[src/rtl/fifo_ctl.sv]
// fifo_ctl: single-clock show-ahead FIFO controller for an external sync dual-port RAM.
// Optional: define FIFO_CTL_ERR_EN for sticky overflow/underflow flags on err_o.
module fifo_ctl #(
  parameter int DATA_W = 16,
  parameter int ADDR_W = 8,
  parameter int RD_LAT = 2
) (
  input  logic              clk_i,
  input  logic              rst_i,
  input  logic              wr_i,
  input  logic [DATA_W-1:0] wr_data_i,
  output logic              full_o,
  input  logic              rd_i,
  output logic [DATA_W-1:0] rd_data_o,
  output logic              rd_valid_o,
  output logic [ADDR_W+1:0] level_o,
  output logic [1:0]        err_o,
  output logic [ADDR_W-1:0] ram_wr_addr_o,
  output logic              ram_wr_en_o,
  output logic [DATA_W-1:0] ram_wr_data_o,
  output logic [ADDR_W-1:0] ram_rd_addr_o,
  input  logic [DATA_W-1:0] ram_rd_data_i
);

  localparam int NOB = RD_LAT + 1;
  localparam int IW  = $clog2(NOB);
  localparam int CW  = $clog2(NOB + 1);
  localparam int LW  = ADDR_W + 2;
  localparam int PW  = ADDR_W + 1;
  localparam logic [PW-1:0] FULL_CNT = {1'b1, {ADDR_W{1'b0}}};

  logic [PW-1:0]     wr_ptr, rd_ptr, ram_cnt;
  logic [RD_LAT-1:0] infl;
  logic [RD_LAT:0]   infl_nxt;
  logic [DATA_W-1:0] obuf [NOB];
  logic [IW-1:0]     head, tail;
  logic [CW-1:0]     obuf_cnt, infl_cnt;
  logic [LW-1:0]     occ;
  logic              push, pop, issue, ret;

  function automatic logic [IW-1:0] nxt(input logic [IW-1:0] p);
    return (p == IW'(NOB - 1)) ? '0 : p + IW'(1);
  endfunction

  assign ram_cnt  = wr_ptr - rd_ptr;
  assign full_o   = (ram_cnt == FULL_CNT);
  assign push     = wr_i & ~full_o;
  assign pop      = rd_i & rd_valid_o;
  assign ret      = infl[RD_LAT-1];
  assign infl_nxt = {infl, issue};

  // a returning word always has a free slot: issue only while credit remains
  assign occ   = LW'(obuf_cnt) + LW'(infl_cnt) - LW'(pop);
  assign issue = (ram_cnt != '0) && (occ < LW'(NOB));

  assign ram_wr_en_o   = push;
  assign ram_wr_addr_o = wr_ptr[ADDR_W-1:0];
  assign ram_wr_data_o = wr_data_i;
  assign ram_rd_addr_o = rd_ptr[ADDR_W-1:0];

  assign rd_valid_o = (obuf_cnt != '0);
  assign rd_data_o  = obuf[head];
  assign level_o    = LW'(ram_cnt) + LW'(infl_cnt) + LW'(obuf_cnt);

  // count reads still travelling through the RAM pipeline
  always_comb begin
    infl_cnt = '0;
    for (int i = 0; i < RD_LAT; i++)
      infl_cnt = infl_cnt + CW'(infl[i]);
  end

  // RAM write/read pointers
  always_ff @(posedge clk_i or posedge rst_i) begin
    if (rst_i) begin
      wr_ptr <= '0;
      rd_ptr <= '0;
    end else begin
      if (push)  wr_ptr <= wr_ptr + PW'(1);
      if (issue) rd_ptr <= rd_ptr + PW'(1);
    end
  end

  // issue flags aligned with the RAM read latency
  always_ff @(posedge clk_i or posedge rst_i) begin
    if (rst_i) infl <= '0;
    else       infl <= infl_nxt[RD_LAT-1:0];
  end

  // output buffer catching returning words, head is the show-ahead word
  always_ff @(posedge clk_i or posedge rst_i) begin
    if (rst_i) begin
      for (int i = 0; i < NOB; i++) obuf[i] <= '0;
      head     <= '0;
      tail     <= '0;
      obuf_cnt <= '0;
    end else begin
      if (ret) begin
        obuf[tail] <= ram_rd_data_i;
        tail       <= nxt(tail);
      end
      if (pop) head <= nxt(head);
      obuf_cnt <= obuf_cnt + CW'(ret) - CW'(pop);
    end
  end

`ifdef FIFO_CTL_ERR_EN
  logic [1:0] err_q;

  // sticky overflow / underflow flags
  always_ff @(posedge clk_i or posedge rst_i) begin
    if (rst_i) begin
      err_q <= '0;
    end else begin
      if (wr_i && full_o)      err_q[0] <= 1'b1;
      if (rd_i && !rd_valid_o) err_q[1] <= 1'b1;
    end
  end

  assign err_o = err_q;
`else
  assign err_o = 2'b00;
`endif

endmodule

[config.mk]
export PLATFORM = sky130hd
export DESIGN_NAME = fifo_ctl
export DESIGN_NICKNAME = d
export VERILOG_FILES = /design/src/rtl/fifo_ctl.sv
export SDC_FILE = /design/constraint.sdc
export NUM_CORES = 1
export LEC_CHECK = 0
export BUFFER_PORTS_ARGS = -buffer_cell sky130_fd_sc_hd__buf_4
export CAP_MARGIN = 20
export CELL_PAD_IN_SITES_DETAIL_PLACEMENT = 2
export CELL_PAD_IN_SITES_GLOBAL_PLACEMENT = 2
export CORE_MARGIN = 5
export CORE_UTILIZATION = 31
export CTS_CLUSTER_SIZE = 40
export DETAILED_ROUTE_END_ITERATION = 10
export GPL_TIMING_DRIVEN = 0
export PLACE_DENSITY_LB_ADDON = 0.1
export SKIP_LAST_GASP = 1
export SLEW_MARGIN = 20
export SYNTH_ARGS = -nofsm -noshare
export SYNTH_HDL_FRONTEND = slang
export SYNTH_SLANG_ARGS = --single-unit
[constraint.sdc]
create_clock -name clk_i -period 2.76 [get_ports clk_i]
set_input_delay 0.138 -clock clk_i [delete_from_list [all_inputs] [get_ports clk_i]]
set_output_delay 0.138 -clock clk_i [all_outputs]
set_load 0.03 [all_outputs]
==> results of run 1 <==
[registers in the layout (all words and copies together), names as in the netlist]
| signal | count |
|---|---|
| obuf_cnt | 2 |
| rd_ptr | 9 |
| infl | 2 |
| head | 2 |
| obuf | 48 |
| wr_ptr | 9 |
| tail | 2 |
[per-layer routing]
layer / vias up / track usage
met4: 0 / 0.0375
met2: 64 / 0.262
met3: 6 / 0.0338
li1: 1509 / -
met1: 1661 / 0.194
met5: - / 0
[critical path, delay by kind of cell (launching register included)]
family	cells	cell delay, ns
adder cells (fa/ha/maj)	5	1.62
buffers and inverters	6	0.41
flip-flops	1	0.39
AND/OR/NAND/NOR	3	0.66
[cell type report]
type	count	share of cell area
clock inverters	4	0.00847
plain buffers	45	0.0498
repair buffers	106	0.143
flip-flops and latches	74	0.306
well taps	180	0.0372
clock buffers	12	0.0407
inverters	25	0.0159
multi-input cells	242	0.399
[logic make-up after synthesis]
| family | count (synthesis) | share of synthesized area |
|---|---|---|
| flops | 74 | 0.431 |
| fa+ha+maj | 23 | 0.0756 |
| mux | 66 | 0.170 |
| compound gates | 40 | 0.0599 |
| xor+xnor | 30 | 0.0681 |
| simple gates | 81 | 0.103 |
| buf+inv | 70 | 0.0916 |
| other cells | 1 | 0.000872 |
[layout by cell type (no fill, tap or decap), drive strengths merged, types with 3 or more instances in the layout]
master  count
nor4        6
nand3       4
nand4       3
nor2        9
inv        25
clkbuf     21
a21oi       7
buf       141
mux2       50
a21o        3
mux2i      16
fa          5
nand2      33
nor3        9
xor2       12
dfrtp      74
xnor2      18
o21ai      22
ha         18
[how the worst max path moves through the flow]
stage,start,cells past startpoint,slack [ns],end
global placement,wr_ptr[0],14,-0.53,level_o[9]
floorplan,wr_ptr[0],13,-0.28,level_o[7]
CTS,wr_ptr[0],14,-0.80,level_o[9]
global route,wr_ptr[0],14,-0.92,level_o[9]
finish,wr_ptr[0],14,-0.79,level_o[9]
detailed placement,wr_ptr[0],11,-0.58,rd_ptr[1]
[per-stage QoR]
| step | TNS, ns | instances | setup WS [ns] | cell area (sq um) |
|---|---|---|---|---|
| floorplan | -1.51 | 386 | -0.280 | 4430 |
| global placement | -33.76 | 646 | -0.534 | 5250 |
| detailed placement | -10.41 | 647 | -0.579 | 5290 |
| CTS | -7.83 | 685 | -0.797 | 5980 |
| global route | -13.14 | 688 | -0.920 | 6060 |
| finish | -8.97 | 688 | -0.793 | 6060 |
[repair_timing]
action | in CTS | in global routing
hold endpoints to repair | 28 | 0
gates resized for setup | 48 | 11
endpoints found under the setup margin | 34 | 29
pin swaps | 18 | 12
hold buffers | 1 | 0
setup buffers | 21 | 5
==> run summary, run 1 <==
Residual DRC = 0
Worst Path Required = 2.62 ns
area of the multi-input gates = 2410 sq um
R2R Path End = rd_ptr[8]
Hold Path Sink = obuf[23]
global-route usage over all layers = 0.152
DR vias/cell = 4.71
critical path cell sequence = inv_2 > ha_4 > inv_2 > fa_1 > inv_2 > fa_1 > inv_1 > ha_2 > inv_2 > fa_2 > nor3_4 > and3_4 > and3_4 > buf_6
slowest cell delay on critical path = 0.52 ns
CTS root buffer = clkbuf_16
CTS tree = built
max-slew violations = 0
Met1 Wirelength = 5300 um
Hold Crit Depth = 2
worst-path fanout max = 2
port bufs = 80
initial antenna violation count = 0
RSZ-0062 raised after global routing = yes
Final WS setup = -0.793 ns
clock slew at reported path FFs = 0.06 ns
Post-synth ARST share = 1.00
flop-to-flop setup slack = -0.31 ns
DR WL/cell = 17.5 um
hold slack = 0.0550 ns
detailed router's first-iteration violation count = 90
Reg area = 1860 sq um
cell repeated most along the worst path = inv_2
f_max = 0.281 GHz
Worst Reg-to-Reg Cells = 15
max_slew headroom = 0.486
synthesized area per cell = 11.2 sq um
Die Wd = 128 um
1st-pass router iterations = 4
number of enable flip-flop cells after synthesis = 0
failing checks = negative setup slack
critical path class = register to output port
Met2 Wirelength = 6200 um
DR WL met3 = 436 um
largest net degree at the start of global routing = 47
Mapped Cells = 385
grt total ovfl = 0
row cnt = 43
Synth top cells by count = dfrtp_1 (74), mux2_2 (48), buf_4 (35), nand2_1 (33), inv_1 (25)
die height = 128 um
Routed Antenna Nets = 0
top cell type's share of synthesized area = 0.431
FILL cells = 1385
Final GP Congestion = 0.698
first-pass GRT wire length = 19600 um
status = finished with violations
CTS Buf Count = 9
clock tree sinks = 74
Worst EP arrival = 3.42 ns
max-cap viol count = 0
Top Metal Used = met4
share of layout cells above drive strength 1 = 0.541
Longest Clk Path Bufs = 2
final hold vios = 0
post-layout util = 0.442
cell taking the most area after synthesis = dfrtp_1
Core Area = 13700 sq um
vias in the first global route = 3772
Layout area overhead = 40.9%
Die Area = 16300 sq um
distinct cell type count after synthesis = 48
HPWL Detailed = 8510 um
crit start category = register
Synth warnings = 0
via count = 3240
I/O pin total = 99
main flop type after synthesis = dfrtp_1
Slew @ Worst Pin = 0.771 ns
clk_skew = 0.00420 ns
worst min path class = input pin to register
Initial Util = 0.313
Max H-tree Level = 3
Worst Min Path Start = ram_rd_data_i[7]
sequential share of the synthesized area = 0.431
total routed wirelength = 12000 um
slowest stage cell on the critical path = fa_1
Skew-Pair Late Insertion Delay = 0.33 ns
Critical Path End Type = output port
dominant cells by area after synthesis = dfrtp_1 (43%), mux2_2 (13%), buf_4 (6.1%)
synthesized area = 4300 sq um
NumNets Final = 562
final cycle utilization of the critical path = 1.29
Tmin final = 3.55 ns
post-synthesis register bit count = 74
Setup-failing EPs final = 27
most common cell in the synthesized netlist = dfrtp_1
reg2reg start = wr_ptr[0]
antenna cells = 0
Power of run 1 is not shown: default switching activity piles up to over one toggle a cycle in this logic, so the estimate is an artifact.
==> run 2, diff against run 1 <==
--- a/config.mk
+++ b/config.mk
@@ -20,3 +20,4 @@
 export SYNTH_ARGS = -nofsm -noshare
 export SYNTH_HDL_FRONTEND = slang
 export SYNTH_SLANG_ARGS = --single-unit
+export TNS_END_PERCENT = 50
==> run 2 against run 1 <==
- the flow still finishes with violations (negative setup slack)
- largest cell class unchanged
- first-iteration DRC count decreased by 8.9%
- die area unchanged
- critical endpoint unchanged
- maximum frequency increased by 3.7%
- sequential share of layout area increased by 0.24 points
- worst setup slack improved by 0.13 ns
- routed wire length decreased by 3.4%
- clock-buffer cell count decreased by 1
==> run summary, run 2 (synthesis results as in run 1) <==
detailed router's first-iteration violation count = 82 (-8.9%)
RSZ-0062 raised after global routing = yes
HPWL Detailed = 8340 um (-2.0%)
Reg with most FFs = obuf
FILL cells = 1392 (+0.51%)
clk_skew = 0.00727 ns (+0.00307 ns)
DR WL/cell = 16.9 um (-3.4%)
Placed Area = 5280 sq um (-0.14%)
vias in the first global route = 3615 (-4.2%)
clock slew at reported path FFs = 0.06 ns (about the same)
largest net degree at the start of global routing = 55 (+17%)
max-cap viol count = 0 (unchanged)
status = finished with violations
crit start category = register
Worst Path Required = 2.62 ns (about the same)
die height = 128 um (unchanged)
Tmin final = 3.43 ns (-0.126 ns)
final hold vios = 0 (unchanged)
Longest Clk Path Bufs = 2 (unchanged)
CTS tree = built
Residual DRC = 0 (unchanged)
max reg flops = 48 (unchanged)
most frequent cells in the layout = buf_4 (129), dfrtp_1 (72), mux2_2 (48)
CTS root buffer = clkbuf_16
Initial Util = 0.313 (unchanged)
NumNets Final = 563 (+0.18%)
Die Area = 16300 sq um (unchanged)
row cnt = 43 (unchanged)
worst-path fanout max = 2 (unchanged)
total routed wirelength = 11600 um (-3.4%)
grt total ovfl = 0 (unchanged)
initial antenna violation count = 0 (unchanged)
cell area after layout = 6010 sq um (-0.85%)
Final GP Congestion = 0.713 (+2.2%)
DR vias/cell = 4.68 (-0.56%)
Routed Antenna Nets = 0 (unchanged)
Reg area = 1850 sq um (about the same)
final cycle utilization of the critical path = 1.24 (-0.0457)
1st-pass router iterations = 4 (unchanged)
worst min path class = input pin to register
Critical Path End Type = output port
area of the multi-input gates = 2350 sq um (-2.6%)
I/O pin total = 99 (unchanged)
failing checks = negative setup slack
clock tree sinks = 74 (unchanged)
antenna cells = 0 (unchanged)
pre-CTS setup slack = -0.570 ns (+0.00893 ns)
Core Area = 13700 sq um (unchanged)
via count = 3222 (-0.56%)
Max H-tree Level = 3 (unchanged)
share of layout cells above drive strength 1 = 0.522 (-0.0197)
Die Wd = 128 um (unchanged)
max-slew violations = 0 (unchanged)
Worst EP arrival = 3.29 ns (-0.13 ns)
f_max = 0.292 GHz (+3.7%)
port bufs = 80 (unchanged)
Setup-failing EPs final = 28 (+3.7%)
CTS Buf Count = 9 (unchanged)
commonest non-fill, non-tap cell in the layout = buf_4
Skew-Pair Late Insertion Delay = 0.33 ns (about the same)
Layout area overhead = 39.7%
Slew @ Worst Pin = 0.744 ns (-0.0269 ns)
biggest regs = obuf x48, rd_ptr x9, wr_ptr x9
first-pass GRT wire length = 18300 um (-6.4%)
Final WS setup = -0.667 ns (+0.126 ns)
critical path class = register to output port
Setup TNS = -8.32 ns (+0.648 ns)
max_slew headroom = 0.504 (+0.0180)
global-route usage over all layers = 0.142 (-0.0100)
==> run 2: cell count changes in the layout (fill, tap and decap cells not counted), sizes merged <==
| cell | delta |
|---|---|
| buf | +1 |
| clkbuf | -1 |
==> run 2: repair_timing <==
item / in CTS / in global routing
hold buffers: 1 / 0
gates resized for setup: 29 / 16
hold endpoints to repair: 20 / 0
endpoints found under the setup margin: 31 / 38
buffers inserted: 11 / 14
pin swaps: 13 / 7
==> run 2: path summary, 6_finish.rpt <==
kind / slack, ns / from / endpoint / cells past startpoint
max reg2reg: -0.31 / wr_ptr[0] / wr_ptr[8] / 15
min: 0.06 / ram_rd_data_i[5] / obuf[21] / 2
min in group asynchronous: 0.32 / rst_i / obuf[43] / 3
max in group asynchronous: 1.85 / rst_i / infl[1] / 4
min reg2reg: 0.44 / infl[0] / infl[1] / 0
max: -0.67 / wr_ptr[0] / level_o[9] / 14
==> run 2: critical path: stages (launching register included) <==
cell and delay [ns]:
dfrtp_1 0.39, inv_2 0.11, ha_4 0.14, inv_2 0.03
fa_1 0.45, inv_1 0.09, fa_2 0.44, inv_2 0.07
ha_4 0.13, inv_2 0.03, fa_2 0.37, nor3_4 0.15
and3_4 0.25, and3_4 0.18, buf_6 0.12
==> run 2: cell type report <==
class	count	share of cell area
clock inverter	4	0.00854
inverter	25	0.0160
sequential	74	0.309
clock buffer	11	0.0421
buffer	45	0.0500
multi-input combinational	242	0.392
tap	180	0.0375
timing repair buffer	107	0.146
==> run 2: metrics by stage <==
stage	cells	hold WS, ns	utilization
3_5_place_dp	647	0.122	0.385
5_1_grt	688	0.0444	0.438
2_1_floorplan	386	0.289	-
6_report	688	0.0557	0.438
3_3_place_gp	646	0.392	0.382
4_1_cts	674	0.0418	0.423
==> run 2: metal layers <==
layer	vias to the layer above	part of all wire	GRT usage
li1	1522	-	-
met1	1645	0.43	0.181
met2	51	0.53	0.243
met3	4	0.034	0.0296
met4	0	0.0078	0.0412
met5	-	0	0
Power of run 2 is left out for the same reason.
==> run 3, diff against run 2 <==
--- a/config.mk
+++ b/config.mk
@@ -14,6 +14,7 @@
 export CTS_CLUSTER_SIZE = 40
 export DETAILED_ROUTE_END_ITERATION = 10
 export GPL_TIMING_DRIVEN = 0
+export MAX_ROUTING_LAYER = met4
 export PLACE_DENSITY_LB_ADDON = 0.1
 export SKIP_LAST_GASP = 1
 export SLEW_MARGIN = 20
==> run 3 against run 2 <==
- the run still ends with negative setup slack left
- die area stayed put
- final cell count unchanged
- routed wire length is 0.26% higher
- global-route usage is 0.43 points higher
- worst hold slack hardly changed
- flip-flop and latch count did not move
- critical endpoint unchanged
- clock-buffer cell count stayed put
- utilization did not move
==> run summary, run 3 (synthesis results as in run 1) <==
grt total ovfl = 0 (unchanged)
die height = 128 um (unchanged)
Slew @ Worst Pin = 0.741 ns (-0.00267 ns)
Longest Clk Path Bufs = 2 (unchanged)
max reg flops = 48 (unchanged)
Setup-failing EPs final = 28 (unchanged)
cell count after placement = 647 (unchanged)
cell family with most CP delay = adder cells
row cnt = 43 (unchanged)
max-cap viol count = 0 (unchanged)
Initial Util = 0.313 (unchanged)
NumNets Final = 563 (unchanged)
Die Wd = 128 um (unchanged)
FILL cells = 1392 (unchanged)
DR WL/cell = 16.9 um (+0.26%)
Worst Min Path Start = ram_rd_data_i[5]
clock slew at reported path FFs = 0.06 ns (about the same)
reg2reg start = wr_ptr[0]
biggest regs = obuf x48, rd_ptr x9, wr_ptr x9
worst-path fanout max = 2 (unchanged)
vias in the first global route = 3615 (unchanged)
share of layout cells above drive strength 1 = 0.522 (unchanged)
status = finished with violations
Die Area = 16300 sq um (unchanged)
f_max = 0.292 GHz (about the same)
antenna cells = 0 (unchanged)
critical path class = register to output port
cell repeated most along the worst path = inv_2
Worst EP arrival = 3.29 ns (about the same)
Reg area = 1850 sq um (unchanged)
initial antenna violation count = 0 (unchanged)
Core Area = 13700 sq um (unchanged)
final hold vios = 0 (unchanged)
post-route insts no fill = 688 (unchanged)
Skew-Pair Late Insertion Delay = 0.33 ns (about the same)
total routed wirelength = 11600 um (+0.26%)
Final GP Congestion = 0.721 (+1.1%)
detailed router's first-iteration violation count = 88 (+7.3%)
via count = 3222 (unchanged)
worst min path class = input pin to register
largest net degree at the start of global routing = 55 (unchanged)
slowest stage cell on the critical path = fa_1
max-slew violations = 0 (unchanged)
I/O pin total = 99 (unchanged)
most frequent cells in the layout = buf_4 (129), dfrtp_1 (72), mux2_2 (48)
global-route usage over all layers = 0.146 (+0.00433)
port bufs = 80 (unchanged)
CTS tree = built
commonest non-fill, non-tap cell in the layout = buf_4
slowest cell delay on critical path = 0.45 ns (about the same)
RSZ-0062 raised after global routing = yes
CTS Buf Count = 9 (unchanged)
Worst Path Required = 2.62 ns (about the same)
HPWL Detailed = 8340 um (unchanged)
CTS root buffer = clkbuf_16
sum of buffers and inverters on the critical path = 6 (unchanged)
first-pass GRT wire length = 18300 um (about the same)
Reg with most FFs = obuf
critical path cell sequence = inv_2 > ha_4 > inv_2 > fa_1 > inv_1 > fa_2 > inv_2 > ha_4 > inv_2 > fa_2 > nor3_4 > and3_4 > and3_4 > buf_6
Layout area overhead = 39.7% (unchanged)
failing checks = negative setup slack
clock tree sinks = 74 (unchanged)
max_slew headroom = 0.506 (+0.00178)
Max H-tree Level = 3 (unchanged)
final cycle utilization of the critical path = 1.24 (about the same)
Tmin final = 3.43 ns (+0.000623 ns)
critical path startpoint = wr_ptr[0]
Final WS setup = -0.668 ns (-0.000623 ns)
Residual DRC = 0 (unchanged)
1st-pass router iterations = 4 (unchanged)
crit start category = register
clk_skew = 0.00645 ns (-0.000824 ns)
DR vias/cell = 4.68 (unchanged)
area of the multi-input gates = 2350 sq um (unchanged)
Critical Path End Type = output port
Routed Antenna Nets = 0 (unchanged)
-- run 3: cell type report --
cell class              count  share of cell area
repair buffers            107               0.146
flip-flops and latches     74               0.309
multi-input cells         242               0.392
plain buffers              45              0.0500
inverters                  25              0.0160
clock inverters             4             0.00854
clock buffers              11              0.0421
well taps                 180              0.0375
-- run 3: metal layers --
| layer | vias to the layer above | global-route usage | routed length (um) | share of wire |
|---|---|---|---|---|
| met5 | - | - | 0 | 0 |
| met4 | 0 | 0.0412 | 107 | 0.0092 |
| met3 | 6 | 0.0271 | 360 | 0.031 |
| met2 | 52 | 0.244 | 6180 | 0.53 |
| met1 | 1641 | 0.182 | 5000 | 0.43 |
| li1 | 1523 | - | - | - |
-- run 3: path summary, 6_finish.rpt --
path | endpoint | slack (ns) | cells after the start
worst max-delay path | level_o[9] | -0.67 | 14
worst min-delay path | obuf[21] | 0.06 | 2
worst max register to register | wr_ptr[8] | -0.31 | 15
worst min register to register | infl[1] | 0.44 | 0
max in group asynchronous | infl[1] | 1.85 | 4
min in group asynchronous | obuf[43] | 0.32 | 3
-- run 3: metrics by stage --
stage / hold slack (ns) / utilization / TNS [ns] / setup WS [ns] / instance area, sq um
floorplan: 0.289 / - / -1.59 / -0.280 / 4420
global placement: 0.392 / 0.382 / -34.37 / -0.533 / 5240
detailed placement: 0.122 / 0.385 / -10.95 / -0.570 / 5280
CTS: 0.0418 / 0.423 / -8.51 / -0.778 / 5800
global route: 0.0444 / 0.438 / -12.93 / -0.810 / 6010
finish: 0.0556 / 0.438 / -8.33 / -0.668 / 6010
-- run 3: timing repair --
item,4_1_cts,5_1_grt
hold endpoints to repair,20,0
setup endpoints to repair,31,38
setup buffers,11,14
pin swaps,13,7
gates resized for setup,29,16
hold buffers,1,0
Power of run 3 is left out for the same reason.
